<file path="config.mk">
export PLATFORM = sky130hd
export DESIGN_NAME = jtgng_romarb
export DESIGN_NICKNAME = d
export VERILOG_FILES = /design/src/rtl/jtgng_romarb_pkg.sv /design/src/rtl/jtgng_rr_pick.sv /design/src/rtl/jtgng_romarb.sv
export SDC_FILE = /design/constraint.sdc
export NUM_CORES = 1
export LEC_CHECK = 0
export ABC_AREA = 1
export CAP_MARGIN = 15
export CORE_MARGIN = 1
export CORE_UTILIZATION = 41
export DETAILED_ROUTE_END_ITERATION = 8
export PLACE_DENSITY = 0.8
export SLEW_MARGIN = 20
export SYNTH_ARGS = -nofsm -noshare
export SYNTH_HDL_FRONTEND = slang
export SYNTH_SLANG_ARGS = --single-unit
</file>
<file path="constraint.sdc">
create_clock -name clk -period 2.75 [get_ports clk]
set_clock_uncertainty 0.1 [all_clocks]
set_input_delay 0.4125 -clock clk [delete_from_list [all_inputs] [get_ports clk]]
set_output_delay 0.4125 -clock clk [all_outputs]
set_load 0.05 [all_outputs]
</file>
<file path="src/rtl/jtgng_romarb_pkg.sv">
// rtl/jtgng_romarb_pkg.sv - shared types and constants for the video ROM-port arbiter
package jtgng_romarb_pkg;

    typedef enum logic [1:0] {
        IDLE  = 2'd0,
        ISSUE = 2'd1,
        WAIT  = 2'd2
    } state_t;

    localparam logic [1:0] CHAR = 2'd0;
    localparam logic [1:0] SCR  = 2'd1;
    localparam logic [1:0] OBJ  = 2'd2;

    localparam logic [7:0] TOUT_DEFAULT = 8'd63;

endpackage

</file>
<file path="src/rtl/jtgng_rr_pick.sv">
// rtl/jtgng_rr_pick.sv - combinational winner selection for the ROM-port arbiter
module jtgng_rr_pick
    import jtgng_romarb_pkg::*;
(
    input  logic [2:0] req,
    input  logic [1:0] last,
    input  logic       blank,
    output logic [1:0] winner,
    output logic       valid
);

    always_comb begin
        winner = CHAR;
        valid  = |req;
        if (blank) begin
            // Objects own the port during blanking; char/scr alternate otherwise.
            if (req[OBJ])
                winner = OBJ;
            else if (req[CHAR] && req[SCR])
                winner = (last == CHAR) ? SCR : CHAR;
            else if (req[SCR])
                winner = SCR;
            else
                winner = CHAR;
        end else begin
            case (last)
                CHAR:    winner = req[SCR]  ? SCR  : (req[OBJ]  ? OBJ  : CHAR);
                SCR:     winner = req[OBJ]  ? OBJ  : (req[CHAR] ? CHAR : SCR);
                default: winner = req[CHAR] ? CHAR : (req[SCR]  ? SCR  : OBJ);
            endcase
        end
    end

endmodule

</file>
<file path="src/rtl/jtgng_romarb.sv">
// rtl/jtgng_romarb.sv - char/scroll/object arbiter sharing one ROM read port
module jtgng_romarb
    import jtgng_romarb_pkg::*;
#(
    parameter int         AW   = 22,
    parameter int         DW   = 16,
    parameter logic [7:0] TOUT = TOUT_DEFAULT
) (
    input  logic          clk,
    input  logic          rst_n,
    input  logic          LHBL,
    input  logic          LVBL,
    input  logic          char_req,
    input  logic          scr_req,
    input  logic          obj_req,
    input  logic [AW-1:0] char_addr,
    input  logic [AW-1:0] scr_addr,
    input  logic [AW-1:0] obj_addr,
    output logic          char_ok,
    output logic          scr_ok,
    output logic          obj_ok,
    output logic [DW-1:0] dout,
    output logic          mem_req,
    output logic [AW-1:0] mem_addr,
    input  logic          mem_ack,
    input  logic          mem_rdy,
    input  logic [DW-1:0] mem_din,
    output logic          busy,
    output logic          err
);

    state_t        state, state_nx;
    logic [1:0]    winner, last;
    logic [1:0]    pick;
    logic          pick_valid;
    logic [2:0]    ok;
    logic [7:0]    cnt;
    logic          grant, done, abort, tout_hit;
    logic [AW-1:0] pick_addr;

    jtgng_rr_pick u_pick (
        .req    ({obj_req, scr_req, char_req}),
        .last   (last),
        .blank  (~LHBL | ~LVBL),
        .winner (pick),
        .valid  (pick_valid)
    );

    always_comb begin
        case (pick)
            SCR:     pick_addr = scr_addr;
            OBJ:     pick_addr = obj_addr;
            default: pick_addr = char_addr;
        endcase
    end

    assign tout_hit = (cnt == TOUT);

    always_ff @(posedge clk or negedge rst_n) begin
        if (!rst_n)
            state <= IDLE;
        else
            state <= state_nx;
    end

    // Timeout beats a late ack in ISSUE; a returning read beats the timeout in WAIT.
    always_comb begin
        state_nx = state;
        grant    = 1'b0;
        done     = 1'b0;
        abort    = 1'b0;
        case (state)
            IDLE: begin
                if (pick_valid) begin
                    grant    = 1'b1;
                    state_nx = ISSUE;
                end
            end
            ISSUE: begin
                if (tout_hit) begin
                    abort    = 1'b1;
                    state_nx = IDLE;
                end else if (mem_ack) begin
                    state_nx = WAIT;
                end
            end
            WAIT: begin
                if (mem_rdy) begin
                    done     = 1'b1;
                    state_nx = IDLE;
                end else if (tout_hit) begin
                    abort    = 1'b1;
                    state_nx = IDLE;
                end
            end
            default: state_nx = IDLE;
        endcase
    end

    always_ff @(posedge clk or negedge rst_n) begin
        if (!rst_n) begin
            mem_req  <= 1'b0;
            mem_addr <= '0;
            dout     <= '0;
            ok       <= 3'b000;
            err      <= 1'b0;
            last     <= OBJ;
            winner   <= CHAR;
            cnt      <= 8'd0;
        end else begin
            ok <= 3'b000;
            if (grant) begin
                winner   <= pick;
                mem_addr <= pick_addr;
                mem_req  <= 1'b1;
                cnt      <= 8'd0;
            end else if (state != IDLE) begin
                cnt <= cnt + 8'd1;
            end
            if (state == ISSUE && state_nx != ISSUE)
                mem_req <= 1'b0;
            if (abort)
                err <= 1'b1;
            if (done) begin
                dout <= mem_din;
                ok   <= 3'b001 << winner;
                last <= winner;
            end
        end
    end

    assign char_ok = ok[CHAR];
    assign scr_ok  = ok[SCR];
    assign obj_ok  = ok[OBJ];
    assign busy    = (state == ISSUE) || (state == WAIT);

endmodule

</file>
Yosys cells after proc, flatten, opt, wreduce, memory -nomap -nowiden
Cells that the tools add are included.
{ "word_totals": {"regBits": 57, "elab_cells": 61} }
{ "classes": {"addsub": 1, "muxes": 31, "n_eq_ne": 7, "n_bitwise": 3, "shift": 1, "n_reduce_logical": 9} }
{ "op_table": {"columns": ["op", "n"], "rows": [
  ["22-bit case mux with 2 select lines", 1],
  ["2-bit 2-to-1 mux", 13],
  ["8-bit 2-to-1 mux", 2],
  ["1-bit 2-to-1 mux", 11],
  ["8-bit by 1-bit adder with 8-bit output, second input constant", 1],
  ["8-bit by 6-bit equality test with 1-bit output, second input constant", 1],
  ["2-bit by 1-bit equality test with 1-bit output, second input constant", 3],
  ["2-bit case mux with 3 select lines", 1],
  ["2-bit nonzero test", 3],
  ["2-bit equality test, second input constant", 2],
  ["2-bit logical NOT", 2],
  ["2-bit case mux with 2 select lines", 1],
  ["3-bit 2-to-1 mux", 1],
  ["3-bit OR reduction", 1],
  ["1-bit by 2-bit left shift with 3-bit output, first input constant", 1],
  ["1-bit logical AND", 2],
  ["2-bit by 1-bit != test with 1-bit output, second input constant", 1],
  ["1-bit inverter", 2],
  ["1-bit case mux with 2 select lines", 1],
  ["1-bit logical OR", 1],
  ["1-bit bitwise OR", 1]
]} }

Logic depth before layout (Yosys ltp)
Gate-level depths: netlist of the first run.
{ "logic_depth": {"ltp_word": 7, "ltp_mapped": 11, "mapped_depth_nobuf": 10} }

By module
From an unflattened synthesis of the first run, not the netlist that was laid out.
{ "unflattened": {"cells_unflattened": 327, "hier_area_um2": 2821.5} }
{ "by_module_without_submodules": {"columns": ["mod", "seq_area_each_um2", "n_inst", "cells_per_inst", "area_each_um2"], "rows": [
  ["jtgng_romarb", 1427.6, 1, 308, 2735.1],
  ["jtgng_rr_pick", 0.0, 1, 19, 86.3]
]} }

Worst setup path before layout of the first run
OpenSTA, ideal clock, no wires.
{ "synth_path": {"kind": "input port to flip-flop", "start": "input obj_req", "end": "register mem_addr[3]", "cell_stages": 11, "setup_ns": 0.074, "n_path_buf": 1, "setup_slack_ns": 0.808, "arrival_ns": 1.768, "cell_sequence": "inv_1 > nand4_1 > nand3_1 > nand3_1 > nand2_1 > inv_1 > ha_1 > inv_1 > clkbuf_1 > nor2_1 > o21ai_2"} }
{ "synth_between": {"elab_cells_between_ends": 12, "cone_classes": "eq/ne (2); mux (9); reduce/logical (1)"} }
{ "synth_rtl": {"columns": ["element", "line", "text"], "rows": [
  ["start: declaration", "jtgng_romarb.sv:15", "input logic obj_req,"],
  ["2-bit 2-to-1 mux", "jtgng_rr_pick.sv:28", "SCR: winner = req[OBJ] ? OBJ : (req[CHAR] ? CHAR : SCR);"],
  ["2-bit case mux with 2 select lines", "jtgng_rr_pick.sv:26", "case (last)"],
  ["2-bit 2-to-1 mux *", "jtgng_rr_pick.sv:15", "if (blank) begin"],
  ["named net pick[0]", "jtgng_romarb.sv:34", "logic [1:0] pick;"],
  ["2-bit equality test / 2-bit by 1-bit equality test with 1-bit output (equally long branches)", "jtgng_romarb.sv:50", "case (pick)"],
  ["22-bit case mux with 2 select lines *", "jtgng_romarb.sv:50", null],
  ["end signal: assignment", "jtgng_romarb.sv:114", "mem_addr <= pick_addr;"],
  ["end: declaration", "jtgng_romarb.sv:24", "output logic [AW-1:0] mem_addr,"]
]} }
Mark *: on every way through the listed nets, which the timed path passes. The rest lies on a longest branch.
A chain may end at the register's enable or synchronous reset.

Worst setup path in the final report of the first run
{ "layout_path": {"start": "register state[0]", "end": "output busy"} }
{ "layout_between": {"elab_chain_len": 2, "elab_cells_between_ends": 3, "cone_classes": "eq/ne (2); reduce/logical (1)"} }
{ "layout_rtl": {"columns": ["element", "line", "text"], "rows": [
  ["start: declaration", "jtgng_romarb.sv:32", "state_t state, state_nx;"],
  ["start signal: assignment", "jtgng_romarb.sv:63", "state <= state_nx;"],
  ["2-bit by 1-bit equality test with 1-bit output / 2-bit equality test (equally long branches)", "jtgng_romarb.sv:135", "assign busy = (state == ISSUE) || (state == WAIT);"],
  ["1-bit logical OR *", "jtgng_romarb.sv:135", null],
  ["end: declaration", "jtgng_romarb.sv:28", "output logic busy,"]
]} }
Mark *: on every way between the ends. The rest lies on a longest branch, timed or not.

==> results of run 1 <==
==> area by class of cell <==
cell class | count | area, um2 | area share [%]
Sequential cell | 57 | 1430 | 31.7
Clock buffer | 9 | 124 | 2.75
Clock inverter | 7 | 103 | 2.28
Multi-Input combinational cell | 216 | 1250 | 27.8
Inverter | 22 | 82.6 | 1.83
Tap cell | 80 | 100 | 2.22
Timing Repair Buffer | 141 | 1410 | 31.4
==> worst max path at each step <==
stage,from,endpoint,slack [ns]
finish,state[0]$_DFF_PN0_,busy,0.30
global route,state[0]$_DFF_PN0_,busy,0.19
CTS,state[0]$_DFF_PN0_,busy,0.28
detailed placement,obj_req,mem_addr[18]$_DFFE_PN0P_,0.19
global placement,obj_req,mem_addr[4]$_DFFE_PN0P_,0.28
floorplan,obj_req,mem_addr[3]$_DFFE_PN0P_,0.81
==> layer usage <==
layer	global-route usage [%]	part of all wire, %	up-vias	wire [um]
met3	7.51	9.7	6	688
met5	0	0	-	0
met2	35.3	47	112	3350
li1	-	-	1328	-
met1	26.3	42	1209	2990
met4	8.18	1.0	0	72
==> cells in the final DEF, fill, tap and decap left out, types with 9 or more instances in the layout <==
master           netlist  final
clkdlybuf4s50_1        0    133
dfrtp_1               56     56
nand2_1               51     51
nor2_1                34     34
o21ai_0               34     34
a22o_1                22     22
inv_1                 20     20
o21ai_1               17     17
mux2_2                16     16
nand3_1               10     10
clkbuf_8               0      9
==> sequential cells by signal, indices dropped and copies added (netlist names) <==
signal / count
mem_addr: 22
dout: 16
cnt: 8
ok: 3
last: 2
state: 2
winner: 2
err: 1
mem_req: 1
==> where the power goes <==
group	total (uW)	internal (uW)	switching (uW)
Sequential	1390	1200	193
Combinational	2970	1070	1900
Clock	885	519	367
==> worst max-delay path, cell delays in order, from the launching register on <==
cell	delay [ns]
dfrtp_1	0.38
inv_1	0.11
ha_1	0.31
clkdlybuf4s50_1	0.80
==> metrics by stage <==
step	setup WS, ns	area [um2]	hold slack [ns]
6_report	0.300	4500	0.0135
5_1_grt	0.193	4500	0.0520
4_1_cts	0.282	4500	0.0262
3_5_place_dp	0.185	4280	0.328
2_1_floorplan	0.808	2860	0.0169
3_3_place_gp	0.280	4280	0.316
==> logic make-up after synthesis <==
logic type               after synthesis
flip-flops                            57
multiplexers                          16
adder cells (fa/ha/maj)                7
buffers and inverters                 37
AO/OA/AOI/OAI                         86
AND/OR/NAND/NOR                      107
==> results.txt, run 1 <==
synthesized cell area: 0.00286 mm2
RSZ-0062 raised after global routing: no
area grow syn2layout: 57.4%
clk root buf: clkbuf_8
fraction of registers with async set/reset: 100%
Detailed Place HPWL: 5.18 mm
I/O pins: 135
gr ovfl total: 0
Mapped Nets: 408
post-synthesis sequential area ratio: 49.9%
Yosys reg bits: 57
EDFF count, synth: 0
final setup fails: 0
FF-to-FF path depth: 11
Nets: 545
largest net degree at the start of global routing: 30
initial antenna violation count: 0
Worst setup SP type: register
Via density: 4.99
hold buffer count at CTS: 0
clk sinks: 57
drt drc: 0
htree depth: 3
Crit path required time: 2.24 ns
Setup TNS Final: 0 ns
most frequent cells after synthesis: 56 x dfrtp_1, 51 x nand2_1, 34 x nor2_1, 34 x o21ai_0, 22 x a22o_1
simple-gate share of the synthesized area: 15.5%
Overall Power: 5250 uW
Post-CTS Setup Bufs: 0
worst slew pin tran: 0.681 ns
cell taking the most area after synthesis: dfrtp_1
Max Slew Vio Count: 0
Synth Warn #: 0
initial core utilization: 42.4%
Rel. slew slack: 54.6%
Tcrit/Tclk final: 89.1%
Arr. time, crit path: 1.94 ns
Longest Clk Path Bufs: 2
Synth area leaders: dfrtp_1 49%, a22o_1 6.7%, nand2_1 6.7%
GPL Wtd Cong: 0.809
Die Ht: 85.5 um
Max Cap Viol: 0
Inserted Clock Buffers: 9
pwr/cell area: 1160 mW/mm2
first-pass GRT wire length: 12.2 mm
largest family of logic cells by synthesized area: compound AO/OA/AOI/OAI gates
die area: 0.00732 mm2
Synth Area in Compound Gates: 18.9%
Critical Path Fanout Max: 3
top-area cell type share of the netlist area: 49.0%
Synth Area in XOR/XNOR: 0%
Die X: 85.5 um
Peak VDD IR: 0.000486 V
Filler cells: 565
layout cell share with drive strength beyond 1: 11.5%
Total GRT Usage: 21.6%
number of I/O port buffers: 134
reg2reg end: mem_addr[18]$_DFFE_PN0P_
count leader, synth: dfrtp_1
Top FF cell, synth: dfrtp_1
Hold Vio Cnt, Final: 0
FMAX: 408 MHz
vias: 2,655
number of global-route vias before repair: 2,616
core area: 0.00676 mm2
post-CTS sizing: 0
crit path time final: 2.45 ns
Hold WC Path Type: in2async
mux share of post-synthesis cell area: 6.30%
Post-Place Cells: 516
DRT Pass-1 Iters: 6
CTS tree: yes
Worst R2R Start: last[0]$_DFFE_PN0P_
post-synthesis cell type count: 29
Skew-Pair Late Insertion Delay: 0.33 ns
DR WL/cell: 13.3 um
diodes inserted: 0
Post-Synthesis Cells: 310
Synth Area per Inst: 9.23 um2
Final Util: 66.7%
Worst R2R Setup Slack: 0.64 ns
Post-Synth Adder-Cell Area: 3.06%
row cnt: 30
outcome: finished clean
Crit Path Category: reg2out
Routed WL: 7.10 mm
post-route insts no fill: 532
Worst-path clk slew: 0.07 ns
antenna viol nets, final: 0
initial DRC count: 69
CP Capture Type: output pin
Leak: 0.00200 uW
No activity file was read; power rests on OpenSTA's default activity.
==> run 2, diff against run 1 <==
CAP_MARGIN = unset   (was 15)
==> results of run 2 <==
The final DEF is identical to that of run 1; final timing and power are the same.
